## config.mk

```make
export PLATFORM = sky130hd
export DESIGN_NAME = seven_seg_capture
export DESIGN_NICKNAME = d
export VERILOG_FILES = /design/src/rtl/seven_seg_capture.sv
export SDC_FILE = /design/constraint.sdc
export NUM_CORES = 1
export LEC_CHECK = 0
export BUFFER_PORTS_ARGS = -buffer_cell sky130_fd_sc_hd__buf_4
export CAP_MARGIN = 0
export CORE_MARGIN = 5
export CORE_UTILIZATION = 61
export DETAILED_ROUTE_END_ITERATION = 10
export PLACE_DENSITY = 0.95
export SLEW_MARGIN = 10
export SYNTH_ARGS = -nofsm -noshare
export SYNTH_HDL_FRONTEND = slang
export SYNTH_SLANG_ARGS = --single-unit
```

## constraint.sdc

```tcl
create_clock -name clk -period 6.45 [get_ports clk]
set_clock_uncertainty 0.2 [all_clocks]
set_input_delay 0.3225 -clock clk [delete_from_list [all_inputs] [get_ports clk]]
set_output_delay 0.3225 -clock clk [all_outputs]
set_load 0.05 [all_outputs]
```

## src/rtl/seven_seg_capture.sv

```systemverilog
// seven_seg_capture: debounce and decode a seven-segment bus into hex digits (optional fib check: SEVEN_SEG_FIB_CHECK_EN)
module seven_seg_capture #(
  parameter int STABLE_CYCLES = 4,
  parameter bit ACTIVE_LOW = 1'b1
) (
  input  logic       clk,
  input  logic       reset,
  input  logic [6:0] sevenSeg,
  input  logic       fib,
  output logic [3:0] digit,
  output logic       digit_valid,
  output logic       locked,
  output logic       seg_err,
  output logic [7:0] digit_count,
  output logic       fib_err
);
  typedef enum logic [1:0] {IDLE, SETTLE, LOCKED} state_t;
  state_t state;
  logic [6:0] p, seg_q;
  logic [7:0] cnt;
  logic       legal, last_edge;
  logic [3:0] val;
`ifdef SEVEN_SEG_FIB_CHECK_EN
  logic fib_q, fib_exp;
  always_comb fib_exp = val inside {4'h0, 4'h1, 4'h2, 4'h3, 4'h5, 4'h8, 4'hd};
`else
  logic fib_unused;
  assign fib_unused = fib;
`endif
  always_comb begin
    p = ACTIVE_LOW ? ~sevenSeg : sevenSeg;
    last_edge = cnt == 8'(STABLE_CYCLES - 2);
    legal = 1'b1;
    val = 4'h0;
    case (seg_q)
      7'h3F: val = 4'h0;
      7'h06: val = 4'h1;
      7'h5B: val = 4'h2;
      7'h4F: val = 4'h3;
      7'h66: val = 4'h4;
      7'h6D: val = 4'h5;
      7'h7D: val = 4'h6;
      7'h07: val = 4'h7;
      7'h7F: val = 4'h8;
      7'h6F: val = 4'h9;
      7'h77: val = 4'hA;
      7'h7C: val = 4'hB;
      7'h39: val = 4'hC;
      7'h5E: val = 4'hD;
      7'h79: val = 4'hE;
      7'h71: val = 4'hF;
      default: legal = 1'b0;
    endcase
  end
  always_ff @(posedge clk) begin
    if (!reset) begin
      state <= IDLE;
      seg_q <= 7'h00;
      cnt <= 8'd0;
      digit <= 4'h0;
      digit_valid <= 1'b0;
      locked <= 1'b0;
      seg_err <= 1'b0;
      digit_count <= 8'd0;
      fib_err <= 1'b0;
`ifdef SEVEN_SEG_FIB_CHECK_EN
      fib_q <= 1'b0;
`endif
    end else begin
      digit_valid <= 1'b0;
      seg_err <= 1'b0;
      fib_err <= 1'b0;
      if (p != seg_q) begin
        seg_q <= p;
        cnt <= 8'd0;
        state <= SETTLE;
        locked <= 1'b0;
`ifdef SEVEN_SEG_FIB_CHECK_EN
        fib_q <= fib;
`endif
      end else if (state == SETTLE && !last_edge) begin
        cnt <= cnt + 8'd1;
      end else if (state == SETTLE && seg_q == 7'h00) begin
        state <= IDLE;
      end else if (state == SETTLE && !legal) begin
        seg_err <= 1'b1;
        state <= IDLE;
      end else if (state == SETTLE) begin
        digit <= val;
        digit_valid <= 1'b1;
        locked <= 1'b1;
        digit_count <= digit_count + 8'd1;
        state <= LOCKED;
`ifdef SEVEN_SEG_FIB_CHECK_EN
        fib_err <= fib_q != fib_exp;
`endif
      end
    end
  end
endmodule

```

==> metrics.cfg, run 1 <==
[synth]
synth-edff-count = 0
synth_top_cell_by_area = dfxtp_1
yosysWarnings = 0
synthTopCellsByArea = dfxtp_1, mux2i_1, nand2_1, xnor2_1, nand3_1
ys_seq_area_share_pct = 35.2
syn_area_per_cell_um2 = 8.75
synthArstFlopShare_pct = 0
synthCells = 208
synth_cell_types = 54
yosysTopAreaCellShare_pct = 35.2
synth_nets = 221
synthFlopType = dfxtp_1
netlist_area_mm2 = 0.00182
ys_seq_elements = 32

[placed_design]
dp_slack_ns = 3.90
place_inst = 247
gp_congestion = 0.840
hpwl_mm = 2.52
portBuffers = 23

[route]
drt_wl_total_mm = 3.56
drt-pass1-iter-count = 5
ant_nets = 0
drt_iter0_markers = 124
drc = 0
wl_per_cell_um = 13.6
vias_per_cell = 5.87
vias = 1539

[global_route]
grt_overflow = 0
grt_pass1_vias = 1402
grt_max_degree = 34
grt_usage_pct = 18.6
grt_pass1_wl_mm = 6.22
grt_antenna_before_repair = 0

[power]
pwr-share-clk_pct = 34.1
net-switching-power_uw = 95.5
ir_drop_uv = 154
finalPower_uw = 364
power_frac_comb_pct = 8.7
p_leak_nw = 0.759
internal_power_uw = 268
p_per_area_mw_per_mm2 = 177
swShare_pct = 26.3
seqPwrFrac_pct = 57.1

[finish]
instances_no_fill = 262
final_net_count = 243
diodes = 0
mostFrequentLayoutCell = dfxtp_1
fillers = 207
seqCellArea_um2 = 641
layout_common_cells = dfxtp_1, nand2_1, buf_4
syn_to_final_growth_pct = 12.9
layout-drive-gt1-share_pct = 17.3
multi_input_area_mm2 = 0.00104

[sta]
tightestPinTransition_ns = 0.645
fin_ws_ns = 3.79
timing.setup.tns_ns = 0
setup_viol = 0
final-hold-violation-count = 0
drv_slew = 0
max_slew_margin_pct = 56.4
rsz0062_at_grt = false
fin_crit_ns = 2.66
clock.fmax_mhz = 376
fin_crit_sh_pct = 41.2

[clock_network]
cts_sinks = 32
insertion_delay_ns = 0.35
clkTransAtPathRegs_ns = 0.10
clock_path_buffers = 2
cts-root-buf = clkbuf_4
post-cts-setup-buffer-count = 0
htreeDepth = 2
cts_tree = built
cts_resized = 0
cts_buffers = 5
cts_hold_buf = 7

[die]
row_count = 19
fp.dieH_um = 64.6
fp.dieArea_mm2 = 0.00418
top_level_ports = 26
die_w_um = 64.6
core_area_mm2 = 0.00281
initial_core_util_pct = 64.9

[critical_path]
worstSetupPathType = in -> reg
arrival_ns = 2.74
worst-path-max-fanout = 8
critPathRequiredTime_ns = 6.54
worst_setup_path_end_kind = flop
cp-start-kind = primary input

[run]
cap_violations = 0

[run_status]
outcome = complete, no violations

[hold_path]
min_path_type = in -> reg

==> registers in the layout, summed over array words and instances, names as in the netlist <==
signal / count
digit_valid: 1
seg_err: 1
digit_count: 8
state: 2
seg_q: 7
cnt: 8
digit: 4
locked: 1
==> cells in the mapped netlist, drive strengths merged (3+ instances only) <==
cell    number
or3          3
nor3         3
clkbuf       4
or4          3
nor2b        8
ha           3
nand2b       7
a21boi       3
nor2        12
nand2       27
and3         4
inv          7
xor2         5
mux2i       11
dfxtp       32
nand3       11
a311oi       5
a21oi        4
buf         11
xnor2       10
==> per-layer routing <==
metal / global-route usage, % / share of wire, %
met5: 0 / 0
met4: 7.92 / 2.3
met3: 4.49 / 5.7
met2: 29.6 / 48
met1: 23.9 / 44
==> power by group through the flow <==
stage / combinational [mW] / sequential [mW] / clock (mW)
2_1_floorplan: 0.0294 / 0.206 / 0
3_3_place_gp: 0.0274 / 0.212 / 0
3_5_place_dp: 0.0282 / 0.212 / 0
4_1_cts: 0.0316 / 0.207 / 0.126
5_1_grt: 0.0352 / 0.209 / 0.134
6_report: 0.0317 / 0.208 / 0.124
==> logic make-up (layout without fill, tap and decap cells) <==
group / Yosys count / after routing / synth area share, %
buffers and inverters: 22 / 45 / 7.42
flip-flops: 32 / 32 / 35.2
multiplexers: 11 / 11 / 6.05
XOR/XNOR: 15 / 15 / 7.22
AND/OR/NAND/NOR: 91 / 91 / 26.7
adder cells (fa/ha/maj): 3 / 3 / 2.06
AO/OA/AOI/OAI: 33 / 33 / 15.2
other: 1 / 1 / 0.206
==> layout make-up <==
cell class | instances | area share, %
Clock buffer | 6 | 2.50
Clock inverter | 2 | 0.487
Inverter | 7 | 1.28
Multi-Input combinational cell | 154 | 50.9
Sequential cell | 32 | 31.2
Tap cell | 31 | 1.89
Timing Repair Buffer | 30 | 11.8
==> path summary, 6_finish.rpt <==
check | slack (ns) | from | to | cells past startpoint
max | 3.79 | sevenSeg[2] | digit_count[7] | 7
min | 0.17 | reset | digit[1] | 3
max reg2reg | 3.86 | cnt[0] | digit_count[7] | 7
min reg2reg | 0.26 | locked | locked | 2
==> stage by stage <==
stage | hold slack, ns | utilization, % | cell area, µm²
6_report | 0.171 | 73.2 | 2050
5_1_grt | 0.191 | 73.2 | 2050
4_1_cts | 0.172 | 73.2 | 2050
3_5_place_dp | 0.252 | 68.6 | 1920
3_3_place_gp | 0.234 | 68.6 | 1920
2_1_floorplan | 0.194 | - | 1820
==> critical path: stages <==
cell           delay [ns]
dlygate4sd3_1        0.53
buf_4                0.14
xnor2_1              0.12
nor4_1               0.56
nand3_1              0.36
a311oi_1             0.48
mux2i_1              0.23
Power figures use the tool's default switching activity.
==> run 2: changes to the inputs <==
Settings changed: CORE_UTILIZATION 61 to 56, PLACE_DENSITY 0.95 to 0.89.
Clock period 6.45 ns to 2.7 ns, I/O delays scaled along.
==> run 2 against run 1 <==
  * Highest routed layer unchanged
  * Clock-buffer cell count is 1 higher
  * Critical endpoint is now digit_count[4]
  * Via count rose by 3.5%
  * Cell count increased by 8.8%
  * Die area up 7.5%
  * Wire length is 5.6% higher
==> metrics.cfg, run 2 (synthesis gave the netlist of run 1 again) <==
[run_status]
outcome = complete, no violations

[global_route]
grt_pass1_vias = 1506  ; +7.4%
grt_antenna_before_repair = 0  ; unchanged
grt_usage_pct = 19.8  ; +1.2 points
grt_max_degree = 34  ; unchanged
grt_pass1_wl_mm = 6.78  ; +9.0%
grt_overflow = 0  ; unchanged

[finish]
layout_common_cells = dfxtp_1, nand2_1, buf_4
stdcell_area_mm2 = 0.00220  ; +6.9%
reg_top3 = cnt (8), digit_count (8), seg_q (7)
diodes = 0  ; unchanged
syn_to_final_growth_pct = 20.7
final_net_count = 253  ; +4.1%
mostFrequentLayoutCell = dfxtp_1
layout-drive-gt1-share_pct = 17.8  ; +0.53 points

[clock_network]
cts_buffers = 5  ; unchanged
htreeDepth = 2  ; unchanged
clock_path_buffers = 2  ; unchanged
cts_tree = built
clkTransAtPathRegs_ns = 0.11  ; about the same
cts-root-buf = clkbuf_4
post-cts-setup-buffer-count = 0  ; unchanged
insertion_delay_ns = 0.34  ; about the same
cts_sinks = 32  ; unchanged

[critical_path]
worstSetupPathType = reg -> reg
r2r_slack_ns = 0.23  ; -3.63 ns
worst_setup_path_end_kind = flop
cp-start-kind = flop
reg2regPathDepth = 5  ; -2
r2r_end = digit_count[4]
critPathRequiredTime_ns = 2.78  ; -3.76 ns
worst-path-max-fanout = 11  ; +3
arrival_ns = 2.55  ; -0.19 ns
r2r-start = seg_q[3]

[route]
wl_per_cell_um = 13.2  ; -3.0%
drt_wl_total_mm = 3.76  ; +5.6%
ant_nets = 0  ; unchanged
vias_per_cell = 5.59  ; -4.8%
drc = 0  ; unchanged
drt_iter0_markers = 72  ; -42%
drt-pass1-iter-count = 4  ; -1
vias = 1593  ; +3.5%

[power]
p_per_area_mw_per_mm2 = 454  ; +160%
pwr-share-clk_pct = 41.6  ; +7.5 points
net-switching-power_uw = 228  ; +140%
internal_power_uw = 770  ; +190%
ir_drop_uv = 392  ; +150%
seqPwrFrac_pct = 49.5  ; -7.6 points
power_frac_comb_pct = 8.9  ; +0.2 points
finalPower_uw = 998  ; +170%
swShare_pct = 22.9  ; -3.4 points
p_leak_nw = 0.825  ; +8.7%

[hold_path]
min_path_type = reg -> reg
holdPathEnd = locked
hp-start = locked
worstHoldPathCells = 2  ; -1

[run]
cap_violations = 0  ; unchanged

[sta]
max_slew_margin_pct = 65.9  ; +9.5 points
fin_crit_sh_pct = 91.4
rsz0062_at_grt = false
tightestPinTransition_ns = 0.507  ; -0.138 ns
clock.fmax_mhz = 405
setup_viol = 0  ; unchanged
fin_crit_ns = 2.47
timing.setup.tns_ns = 0  ; unchanged
timing.hold.ws_ns = 0.258  ; +0.0872 ns
drv_slew = 0  ; unchanged
final-hold-violation-count = 0  ; unchanged

[placed_design]
placed_area_mm2 = 0.00196  ; +2.0%
portBuffers = 23  ; unchanged
hpwl_mm = 2.50  ; -1.0%
gp_congestion = 0.894  ; +6.5%

[die]
core_area_mm2 = 0.00308  ; +9.7%
fp.dieArea_mm2 = 0.00449  ; +7.5%
fp.dieH_um = 67.0  ; +3.7%
die_w_um = 67.0  ; +3.7%
top_level_ports = 26  ; unchanged
initial_core_util_pct = 59.1  ; -5.8 points
row_count = 20  ; +1

-- run 2: changes by cell type in the layout (fill, tap and decap cells not counted), sizes merged --
cell and delta:
clkinv -2, bufinv +1, buf +3, clkbuf +1, dlygate4sd3 +7
-- run 2: final cells by class --
type | count | area, µm²
tap | 44 | 55.1
clock buffer | 7 | 65.1
multi-input combinational | 154 | 1040
timing repair buffer | 40 | 335
clock inverter | 1 | 30.0
inverter | 7 | 26.3
sequential | 32 | 641
fill | 246 | 881
-- run 2: metal layers --
metal | part of all wire, % | vias to the layer above | GRT usage, %
met2 | 48 | 46 | 32.4
li1 | - | 801 | -
met1 | 45 | 737 | 24.3
met3 | 4.9 | 9 | 4.38
met4 | 2.3 | 0 | 9.11
met5 | 0 | - | 0
-- run 2: repair_timing --
action | in CTS | in global routing
resized for setup | 0 | 0
hold endpoints to repair | 18 | 0
hold buffers | 14 | 0
-- run 2: how the worst max path moves through the flow --
stage          depth (start not counted)     start             end  slack (ns)
4_1_cts                                5  seg_q[3]  digit_count[2]        0.25
3_3_place_gp                           5  seg_q[3]        digit[3]        0.31
5_1_grt                                5  seg_q[3]  digit_count[6]        0.11
3_5_place_dp                           5  seg_q[3]  digit_count[6]        0.28
6_report                               5  seg_q[3]  digit_count[4]        0.23
2_1_floorplan                          7    cnt[0]        digit[3]        0.51
-- run 2: power groups by stage --
stage	registers, mW	logic [mW]	clock network (mW)
after detailed placement	0.505	0.0709	0
after global placement	0.505	0.0688	0
after global routing	0.497	0.0975	0.444
after CTS	0.494	0.0869	0.422
final	0.494	0.0884	0.415
after floorplan	0.493	0.0703	0
-- run 2: critical path, cell delays in order (launching register included) --
cell,delay [ns]
dfxtp_1,0.44
or4_1,0.67
o32ai_1,0.20
o221ai_2,0.27
a311oi_1,0.40
mux2i_1,0.22
-- run 2: through the flow --
stage	instances	util, %	setup WS [ns]
5_1_grt	285	71.4	0.105
2_1_floorplan	208	-	0.509
6_report	285	71.4	0.232
4_1_cts	285	71.4	0.248
3_3_place_gp	263	63.7	0.306
3_5_place_dp	263	63.7	0.278
